### config.mk
export PLATFORM = sky130hd
export DESIGN_NAME = multicycle_control
export DESIGN_NICKNAME = d
export VERILOG_FILES = /design/src/rtl/mcpu_pkg.sv /design/src/rtl/mcpu_op_decode.sv /design/src/rtl/multicycle_control.sv
export SDC_FILE = /design/constraint.sdc
export NUM_CORES = 1
export LEC_CHECK = 0
export ABC_AREA = 1
export CAP_MARGIN = 20
export CORE_UTILIZATION = 49
export CTS_CLUSTER_SIZE = 20
export DETAILED_ROUTE_END_ITERATION = 10
export PLACE_DENSITY = 0.78
export SYNTH_ARGS = -nofsm -noshare
export SYNTH_HDL_FRONTEND = slang
export SYNTH_SLANG_ARGS = --single-unit
### constraint.sdc
create_clock -name clk -period 2.08 [get_ports clk]
set_clock_uncertainty 0.1 [all_clocks]
set_input_delay 0.312 -clock clk [delete_from_list [all_inputs] [get_ports clk]]
set_output_delay 0.312 -clock clk [all_outputs]
set_load 0.03 [all_outputs]
### src/rtl/mcpu_pkg.sv
// Shared encodings for the multicycle CPU controller: instruction fields,
// FSM states, ALU operation codes, datapath select values and the decoded
// instruction-class bundle.
package mcpu_pkg;

    // Primary opcodes (IR[31:26])
    localparam logic [5:0] OP_RTYPE = 6'h00;
    localparam logic [5:0] OP_J     = 6'h02;
    localparam logic [5:0] OP_JAL   = 6'h03;
    localparam logic [5:0] OP_BEQ   = 6'h04;
    localparam logic [5:0] OP_BNE   = 6'h05;
    localparam logic [5:0] OP_ADDI  = 6'h08;
    localparam logic [5:0] OP_XORI  = 6'h0e;
    localparam logic [5:0] OP_LW    = 6'h23;
    localparam logic [5:0] OP_SW    = 6'h2b;

    // R-type function codes (IR[5:0])
    localparam logic [5:0] FN_JR    = 6'h08;
    localparam logic [5:0] FN_ADD   = 6'h20;
    localparam logic [5:0] FN_SUB   = 6'h22;
    localparam logic [5:0] FN_SLT   = 6'h2a;

    // ALU operation codes
    localparam logic [2:0] ALU_ADD  = 3'd0;
    localparam logic [2:0] ALU_SUB  = 3'd1;
    localparam logic [2:0] ALU_XOR  = 3'd2;
    localparam logic [2:0] ALU_SLT  = 3'd3;

    // PC source selects
    localparam logic [1:0] PCSRC_ALU    = 2'd0;
    localparam logic [1:0] PCSRC_ALUOUT = 2'd1;
    localparam logic [1:0] PCSRC_JUMP   = 2'd2;
    localparam logic [1:0] PCSRC_REGA   = 2'd3;

    // ALU B input selects
    localparam logic [1:0] SRCB_REGB    = 2'd0;
    localparam logic [1:0] SRCB_FOUR    = 2'd1;
    localparam logic [1:0] SRCB_IMM     = 2'd2;
    localparam logic [1:0] SRCB_IMMSH   = 2'd3;

    // Register file write-address selects
    localparam logic [1:0] DST_RD       = 2'd0;
    localparam logic [1:0] DST_R31      = 2'd1;
    localparam logic [1:0] DST_RT       = 2'd2;

    // Register file write-data selects
    localparam logic [1:0] WD_ALUOUT    = 2'd0;
    localparam logic [1:0] WD_MDR       = 2'd1;
    localparam logic [1:0] WD_PC        = 2'd2;

    // Controller states
    typedef enum logic [2:0] {
        ST_FETCH  = 3'd0,
        ST_DECODE = 3'd1,
        ST_EXEC   = 3'd2,
        ST_MEM    = 3'd3,
        ST_WB     = 3'd4,
        ST_BRANCH = 3'd5,
        ST_JUMP   = 3'd6,
        ST_HALT   = 3'd7
    } state_t;

    // Instruction class produced by the decoder
    typedef struct packed {
        logic       mem;      // LW or SW
        logic       rimm;     // ADDI or XORI
        logic       rtype;    // ADD, SUB, SLT
        logic       branch;   // BEQ or BNE
        logic       jump;     // J, JAL or JR
        logic       jal;
        logic       jr;
        logic       illegal;
        logic [2:0] alu;
    } dec_t;

endpackage

### src/rtl/mcpu_op_decode.sv
// Combinational instruction-class decode from {opcode, funct}. Anything not
// in the supported set is flagged illegal so the controller can halt.
module mcpu_op_decode
    import mcpu_pkg::*;
(
    input  logic [5:0] opcode,
    input  logic [5:0] funct,
    output dec_t       dec
);

    // Classify the instruction and pick the ALU operation it needs
    always_comb begin
        dec     = '0;
        dec.alu = ALU_ADD;
        case (opcode)
            OP_RTYPE: begin
                case (funct)
                    FN_ADD: dec.rtype = 1'b1;
                    FN_SUB: begin
                        dec.rtype = 1'b1;
                        dec.alu   = ALU_SUB;
                    end
                    FN_SLT: begin
                        dec.rtype = 1'b1;
                        dec.alu   = ALU_SLT;
                    end
                    FN_JR: begin
                        dec.jump = 1'b1;
                        dec.jr   = 1'b1;
                    end
                    default: dec.illegal = 1'b1;
                endcase
            end
            OP_LW, OP_SW: dec.mem = 1'b1;
            OP_ADDI:      dec.rimm = 1'b1;
            OP_XORI: begin
                dec.rimm = 1'b1;
                dec.alu  = ALU_XOR;
            end
            OP_BEQ, OP_BNE: begin
                dec.branch = 1'b1;
                dec.alu    = ALU_SUB;
            end
            OP_J:   dec.jump = 1'b1;
            OP_JAL: begin
                dec.jump = 1'b1;
                dec.jal  = 1'b1;
            end
            default: dec.illegal = 1'b1;
        endcase
    end

endmodule

### src/rtl/multicycle_control.sv
// Multicycle CPU controller: sequences the shared datapath through
// fetch/decode/execute/memory/write-back. Outputs are decoded from the
// current state and the instruction captured at DECODE, and are all forced
// low while reset is held.
module multicycle_control
    import mcpu_pkg::*;
(
    input  logic       clk,
    input  logic       rst_n,
    input  logic [5:0] opcode,
    input  logic [5:0] funct,
    input  logic       zero,
    output logic       PCWr,
    output logic [1:0] PCSrc,
    output logic       IorD,
    output logic       MemWr,
    output logic       IRWr,
    output logic       RegWr,
    output logic [1:0] RegDst,
    output logic [1:0] MemToReg,
    output logic       ALUSrcA,
    output logic [1:0] ALUSrcB,
    output logic [2:0] ALUcntrl,
    output logic       instr_done,
    output logic       halted
);

    state_t      state;
    logic [11:0] op_q;
    logic [11:0] dec_in;
    dec_t        dec;
    logic        is_sw;
    logic        is_beq;

    // In DECODE the live IR picks the next state; afterwards only the
    // captured copy is used, so IR changes later in the instruction are ignored
    assign dec_in = (state == ST_DECODE) ? {opcode, funct} : op_q;
    assign is_sw  = (op_q[11:6] == OP_SW);
    assign is_beq = (op_q[11:6] == OP_BEQ);

    mcpu_op_decode u_decode (
        .opcode (dec_in[11:6]),
        .funct  (dec_in[5:0]),
        .dec    (dec)
    );

    // State sequencing and capture of the instruction fields at DECODE
    always_ff @(posedge clk) begin
        if (!rst_n) begin
            state <= ST_FETCH;
            op_q  <= '0;
        end else begin
            case (state)
                ST_FETCH:  state <= ST_DECODE;
                ST_DECODE: begin
                    op_q <= {opcode, funct};
                    if (dec.illegal)
                        state <= ST_HALT;
                    else if (dec.branch)
                        state <= ST_BRANCH;
                    else if (dec.jump)
                        state <= ST_JUMP;
                    else
                        state <= ST_EXEC;
                end
                ST_EXEC:   state <= dec.mem ? ST_MEM : ST_WB;
                ST_MEM:    state <= is_sw ? ST_FETCH : ST_WB;
                ST_WB:     state <= ST_FETCH;
                ST_BRANCH: state <= ST_FETCH;
                ST_JUMP:   state <= ST_FETCH;
                ST_HALT:   state <= ST_HALT;
                default:   state <= ST_FETCH;
            endcase
        end
    end

    // Per-state datapath controls; everything defaults to zero/disabled
    always_comb begin
        PCWr       = 1'b0;
        PCSrc      = PCSRC_ALU;
        IorD       = 1'b0;
        MemWr      = 1'b0;
        IRWr       = 1'b0;
        RegWr      = 1'b0;
        RegDst     = DST_RD;
        MemToReg   = WD_ALUOUT;
        ALUSrcA    = 1'b0;
        ALUSrcB    = SRCB_REGB;
        ALUcntrl   = ALU_ADD;
        instr_done = 1'b0;
        halted     = 1'b0;
        if (rst_n) begin
            case (state)
                ST_FETCH: begin
                    IRWr    = 1'b1;
                    ALUSrcB = SRCB_FOUR;
                    PCWr    = 1'b1;
                end
                ST_DECODE: begin
                    ALUSrcB = SRCB_IMMSH;
                end
                ST_EXEC: begin
                    ALUSrcA  = 1'b1;
                    ALUSrcB  = dec.rtype ? SRCB_REGB : SRCB_IMM;
                    ALUcntrl = dec.alu;
                end
                ST_MEM: begin
                    IorD = 1'b1;
                    if (is_sw) begin
                        MemWr      = 1'b1;
                        instr_done = 1'b1;
                    end
                end
                ST_WB: begin
                    RegWr      = 1'b1;
                    instr_done = 1'b1;
                    if (dec.rtype) begin
                        RegDst   = DST_RD;
                        MemToReg = WD_ALUOUT;
                    end else if (dec.mem) begin
                        RegDst   = DST_RT;
                        MemToReg = WD_MDR;
                    end else begin
                        RegDst   = DST_RT;
                        MemToReg = WD_ALUOUT;
                    end
                end
                ST_BRANCH: begin
                    ALUSrcA    = 1'b1;
                    ALUSrcB    = SRCB_REGB;
                    ALUcntrl   = ALU_SUB;
                    PCSrc      = PCSRC_ALUOUT;
                    instr_done = 1'b1;
                    PCWr       = is_beq ? zero : ~zero;
                end
                ST_JUMP: begin
                    PCWr       = 1'b1;
                    instr_done = 1'b1;
                    PCSrc      = dec.jr ? PCSRC_REGA : PCSRC_JUMP;
                    if (dec.jal) begin
                        RegWr    = 1'b1;
                        RegDst   = DST_R31;
                        MemToReg = WD_PC;
                    end
                end
                ST_HALT: begin
                    halted = 1'b1;
                end
                default: ;
            endcase
        end
    end

endmodule

==> summary.txt, run 1 <==
Logic synthesis
  • Ys Warns: 0
  • Synth Area per Inst: 5.788 µm²
  • FF+latch count, synth: 15
  • Post-synthesis sequential area ratio: 0.2256
  • Syn Nets: between 200 and 250
  • Yosys cell types: 29
  • Cell Area, Synth: between 1000 and 1500 µm²
  • Post-Syn Instances: 230

Global route
  • GRT Total Usage: 0.3488
  • Vias in the first global route: 1680
  • Busiest grt layer: met2
  • Grt met2 use: 0.6524
  • Largest net degree at the start of global routing: 21
  • Initial antenna violation count: 0
  • Global route total overflow: 0
  • M3 GR Usage: 0.05085
  • Met1 Track Usage GR: 0.3930
  • First-pass GRT wire length: approximately 7300 µm

Worst setup path
  • Crit-path max FO: 6
  • WS Path Type: reg -> out
  • Crit path required time: about 1.7 ns
  • CP arrival: ~2.3 ns
  • CP Launch Type: register
  • Worst setup EP type: output port

STA
  • Fin Setup TNS: -5.669 ns
  • RSZ-0062 raised after global routing: yes
  • Highest clock rate: ~370 MHz
  • Final slew viol count: 0
  • Min Tclk post-route: around 2.7 ns
  • Post-route setup slack: -0.6301 ns
  • Final setup fails: 18
  • Final Hold Vio Count: 0
  • Period utilization: 1.303

Clocking
  • Worst skew pair latency: 0.32 ns
  • Root Buffer: clkbuf_4
  • Clock sink count: 15
  • Clock Path Buffers: 2
  • CTS Buf Count: 3
  • Clock transition at path regs: roughly 0.12 ns
  • Htree depth: 1
  • Hold_buf cts: 0
  • TritonCTS clock tree: yes

Final layout
  • Antenna cells: 0
  • Commonest non-fill, non-tap cell in the layout: buf_4
  • Most frequent cells in the layout: buf_4 (58), nand2_1 (45), nor2_1 (31)
  • Fin nets: approximately 330
  • Multi-input gate area in the final layout: 1037 µm²
  • Area grow syn2layout: 76.79%
  • Filler cells: 94
  • Design Area, Final: 2354 µm²
  • Flip-flop and latch area: between 300 and 400 µm²
  • Share of layout cells above drive strength 1: 0.4760

Detailed routing
  • Vias per inst: roughly 6.3
  • Routed Antenna Nets: 0
  • DRC violations left: 0
  • Detailed Route Iter0 Violations: 174
  • DR WL/cell: between 15 and 20 µm
  • DRT Wirelength: 6796 µm
  • DRT Pass-1 Iters: 9
  • Via count: between 2000 and 2500

Pwr
  • Comb pwr share: 0.824
  • Sw power: 2.131 mW
  • Reg power frac: 0.125
  • Power Density: 1713 nW/µm²
  • Leak: between 1 and 1.5 nW
  • Clk pwr share: 0.051
  • Sw Share: 0.5284
  • Int Power: 1.902 mW
  • Peak supply drop: approximately 0.0014 V

Placed design
  • DP Wirelength: 2836 µm
  • Placed inst area: 1991 µm²
  • Port Buffers: 32
  • Routability Congestion: 0.9139

Floorplan
  • Die Ht: about 54 µm
  • Starting density of the core: 0.5278
  • Die area: around 2900 µm²
  • Rows: 18
  • I/O Pins: 34
  • Die Width: roughly 54 µm
  • Core region area: 2522 µm²

Run status
  • Failing checks: negative setup slack
  • Status: finished with violations

Worst hold path
  • HP Class: reg -> reg

Run
  • Maxcap violations: 0
[worst max-delay path: stages, from the launching register on]
cell and delay, ns:
dfxtp_2 0.36, nor2_4 0.18, nand2_4 0.09, buf_12 0.15, nand2_2 0.06, nand2_2 0.07, nor2_4 0.14, nand2_2 0.09
nor2_4 0.16, nand4_1 0.24, a41oi_2 0.27, buf_6 0.17
[cells in the mapped netlist, drive strengths merged]
cell type  count  area [µm²]
nand4          3       18.77
nand3         21       120.1
a41oi          1       8.760
a31oi          1       6.260
buf            9       70.06
nor2          46       205.2
nor4           2       12.51
clkbuf         1       3.750
inv           33       123.9
a21boi         1       7.510
o22ai          1       6.260
a21oi         11       62.56
conb           1       3.750
nor3           1       5.000
nand3b         8       60.06
dfxtp         15       300.3
o21ai          8       40.04
nand2         67       276.5
[power groups by stage]
stage	Combinational [mW]	Clock, mW	Sequential, mW
5_1_grt	3.47	0.223	0.507
6_report	3.32	0.205	0.505
3_5_place_dp	2.35	0	0.466
3_3_place_gp	2.31	0	0.460
4_1_cts	2.64	0.181	0.479
2_1_floorplan	1.36	0	0.473
[through the flow]
stage / setup WS, ns / hold slack [ns] / util / total power [mW] / cells
final: -0.6301 / 0.4216 / 0.9330 / 4.033 / 343
after global routing: -0.7464 / 0.4359 / 0.9330 / 4.196 / 343
after CTS: -0.3357 / 0.4182 / 0.8591 / 3.300 / 339
after detailed placement: -0.6114 / 0.3878 / 0.7892 / 2.817 / 331
after global placement: -0.5249 / 0.3748 / 0.7892 / 2.768 / 331
after floorplan: 0.001577 / 0.3382 / - / 1.835 / 230
[worst paths after layout]
check	to	slack (ns)	startpoint	cells past startpoint
max	ALUcntrl[0]	-0.63	state[2]$_SDFF_PN0_	11
min	op_q[7]$_SDFF_PN0_	0.42	op_q[7]$_SDFF_PN0_	2
max reg2reg	state[0]$_SDFF_PN0_	-0.36	state[2]$_SDFF_PN0_	18
min reg2reg	op_q[7]$_SDFF_PN0_	0.42	op_q[7]$_SDFF_PN0_	2
[registers in the layout (all words and copies together) (netlist names)]
signal  count
op_q       12
state       3
[logic make-up (layout without fill, tap and decap cells)]
family / Yosys count / in the layout / synth area share
simple gates: 148 / 148 / 0.5244
buf+inv: 43 / 126 / 0.1485
compound gates: 23 / 23 / 0.09869
other cells: 1 / 1 / 0.002817
flops: 15 / 15 / 0.2256
[timing repair]
action,4_1_cts,5_1_grt
setup buffers,3,4
endpoints found under the setup margin,10,16
pin swaps,8,18
gates resized for setup,46,45
gates cloned,1,0
[layout make-up]
type,instances,share of cell area
clock inverter,1,0.002127
sequential,15,0.1313
tap,30,0.01595
multi-input combinational,172,0.4407
clock buffer,3,0.009569
timing repair buffer,89,0.3456
inverter,33,0.05476
[layer usage]
layer,vias up,routed length [µm]
li1,892,-
met1,953,2274
met2,237,3045
met3,88,883
met4,0,593
met5,-,0
Power figures use the tool's default switching activity.
==> run 2, diff against run 1 <==
Clock period 2.08 ns to 3 ns, I/O delays scaled along.
==> run 2 against run 1 <==
The run now ends clean. Die area did not move. Clock power down 40%. Register-to-register slack better by 1.4 ns.
==> summary.txt, run 2 (same netlist as run 1, synthesis figures left out) <==
Run status
  • Status: finished, final reports clean

Detailed routing
  • DRT Pass-1 Iters: 4
  • Detailed Route Iter0 Violations: 32
  • DRC violations left: 0
  • Via count: about 1500
  • Vias per inst: between 5 and 6
  • Routed Antenna Nets: 0
  • DR WL/cell: 10.94 µm
  • DRT Wirelength: ~3300 µm

Global route
  • Vias in the first global route: 1274
  • First-pass GRT wire length: 5188 µm
  • Global route total overflow: 0
  • Initial antenna violation count: 0
  • GRT Total Usage: 0.2400
  • Largest net degree at the start of global routing: 17

Placed design
  • Placed inst area: about 1700 µm²
  • DP Wirelength: between 2000 and 3000 µm
  • Pre-CTS setup slack: 0.1107 ns
  • Port Buffers: 32
  • Routability Congestion: between 0.8 and 0.9

Floorplan
  • Die area: around 2900 µm²
  • Die Ht: around 54 µm
  • Die Width: ~54 µm
  • Core region area: roughly 2500 µm²
  • I/O Pins: 34
  • Starting density of the core: 0.5278
  • Rows: 18

Pwr
  • Leak: 0.9424 nW
  • Reg power frac: 0.198
  • Clk pwr share: 0.073
  • Sw Share: 0.5383
  • Power Density: ~970 nW/µm²
  • Sw power: between 0.9 and 1 mW
  • Int Power: 0.7788 mW
  • Comb pwr share: 0.730
  • Peak supply drop: 0.0006471 V

Final layout
  • Biggest register: op_q
  • Most frequent cells in the layout: nand2_1 (59), nor2_1 (39), inv_1 (31)
  • Share of layout cells above drive strength 1: 0.1567
  • Max reg flops: 12
  • Filler cells: around 240
  • Finished Core Util: 0.6875
  • Area grow syn2layout: 30.26%
  • Fin nets: 284
  • Commonest non-fill, non-tap cell in the layout: nand2_1
  • Design Area, Final: roughly 1700 µm²
  • Antenna cells: 0
  • Biggest regs: op_q (12), state (3)

STA
  • Fin Setup TNS: 0 ns
  • Final setup fails: 0
  • Hold Slack: ~0.42 ns
  • Post-route setup slack: ~0.18 ns
  • Period utilization: 0.9399
  • Final Hold Vio Count: 0
  • Final slew viol count: 0
  • Min Tclk post-route: 2.820 ns
  • Highest clock rate: 354.7 MHz
  • RSZ-0062 raised after global routing: no

Worst setup path
  • Crit path required time: roughly 2.5 ns
  • Crit-path max FO: 7
  • CP Launch Type: register
  • Worst setup EP type: output port
  • CP arrival: approximately 2.3 ns
  • WS Path Type: reg -> out

Run
  • Maxcap violations: 0

Clocking
  • Clock Path Buffers: 2
  • TritonCTS clock tree: yes
  • Worst skew pair latency: between 0.2 and 0.3 ns
  • CTS Buf Count: 3
  • Clock sink count: 15
  • Root Buffer: clkbuf_4
  • Clock transition at path regs: about 0.10 ns
  • Htree depth: 1
  • Hold_buf cts: 0

Worst hold path
  • HP Class: reg -> reg
==> run 2: cell count changes in the layout (fill, tap and decap cells not counted), sizes merged <==
cell	change
buf	-58
dlygate4sd2	+1
dlymetal6s2s	+5
bufbuf	-1
clkdlybuf4s50	+8
==> run 2: what timing repair did <==
action	4_1_cts	5_1_grt
setup buffers	0	0
gates resized for setup	1	5
hold endpoints to repair	0	0
endpoints found under the setup margin	1	5
==> run 2: worst paths after layout <==
| path | startpoint | depth (start not counted) | slack, ns | end |
|---|---|---|---|---|
| worst max-delay path | state[1]$_SDFF_PN0_ | 11 | 0.18 | ALUSrcB[1] |
| worst min-delay path | op_q[7]$_SDFF_PN0_ | 2 | 0.42 | op_q[7]$_SDFF_PN0_ |
| worst max register to register | state[1]$_SDFF_PN0_ | 11 | 1.05 | state[0]$_SDFF_PN0_ |
| worst min register to register | op_q[7]$_SDFF_PN0_ | 2 | 0.42 | op_q[7]$_SDFF_PN0_ |
==> run 2: final cells by class <==
class                      instances  area [µm²]  area share
sequential                        15       300.3      0.1732
multi-input combinational        172       833.3      0.4805
inverter                          33       123.9     0.07143
timing repair buffer              44       411.6      0.2374
tap                               30       37.54     0.02165
clock inverter                     1       5.005    0.002886
clock buffer                       3       22.52     0.01299
==> run 2: power by group through the flow <==
| stage | Clock [mW] | Sequential, mW | Combinational (mW) |
|---|---|---|---|
| after floorplan | 0 | 0.328 | 0.939 |
| after global routing | 0.129 | 0.345 | 1.39 |
| after CTS | 0.127 | 0.331 | 1.23 |
| final | 0.123 | 0.333 | 1.23 |
| after detailed placement | 0 | 0.336 | 1.23 |
| after global placement | 0 | 0.335 | 1.22 |
==> run 2: through the flow <==
| step | cells | total power, mW |
|---|---|---|
| 3_3_place_gp | 294 | 1.551 |
| 4_1_cts | 298 | 1.688 |
| 2_1_floorplan | 230 | 1.267 |
| 5_1_grt | 298 | 1.866 |
| 3_5_place_dp | 294 | 1.562 |
| 6_report | 298 | 1.687 |
==> run 2: per-layer routing <==
| layer | wire length, µm | GRT usage |
|---|---|---|
| met4 | 31 | 0.07265 |
| met1 | 1549 | 0.3095 |
| met3 | 138 | 0.02260 |
| met5 | 0 | 0 |
| met2 | 1541 | 0.4146 |
==> run 2: worst max-delay path: stages, from the launching register on <==
cell           delay, ns
dfxtp_1             0.39
nor2_4              0.14
nand2_2             0.07
buf_4               0.16
nand2_1             0.08
nand2_1             0.12
nor2_2              0.12
nand2_1             0.10
nor2_4              0.09
a21boi_1            0.27
o22ai_1             0.10
dlygate4sd2_1       0.36
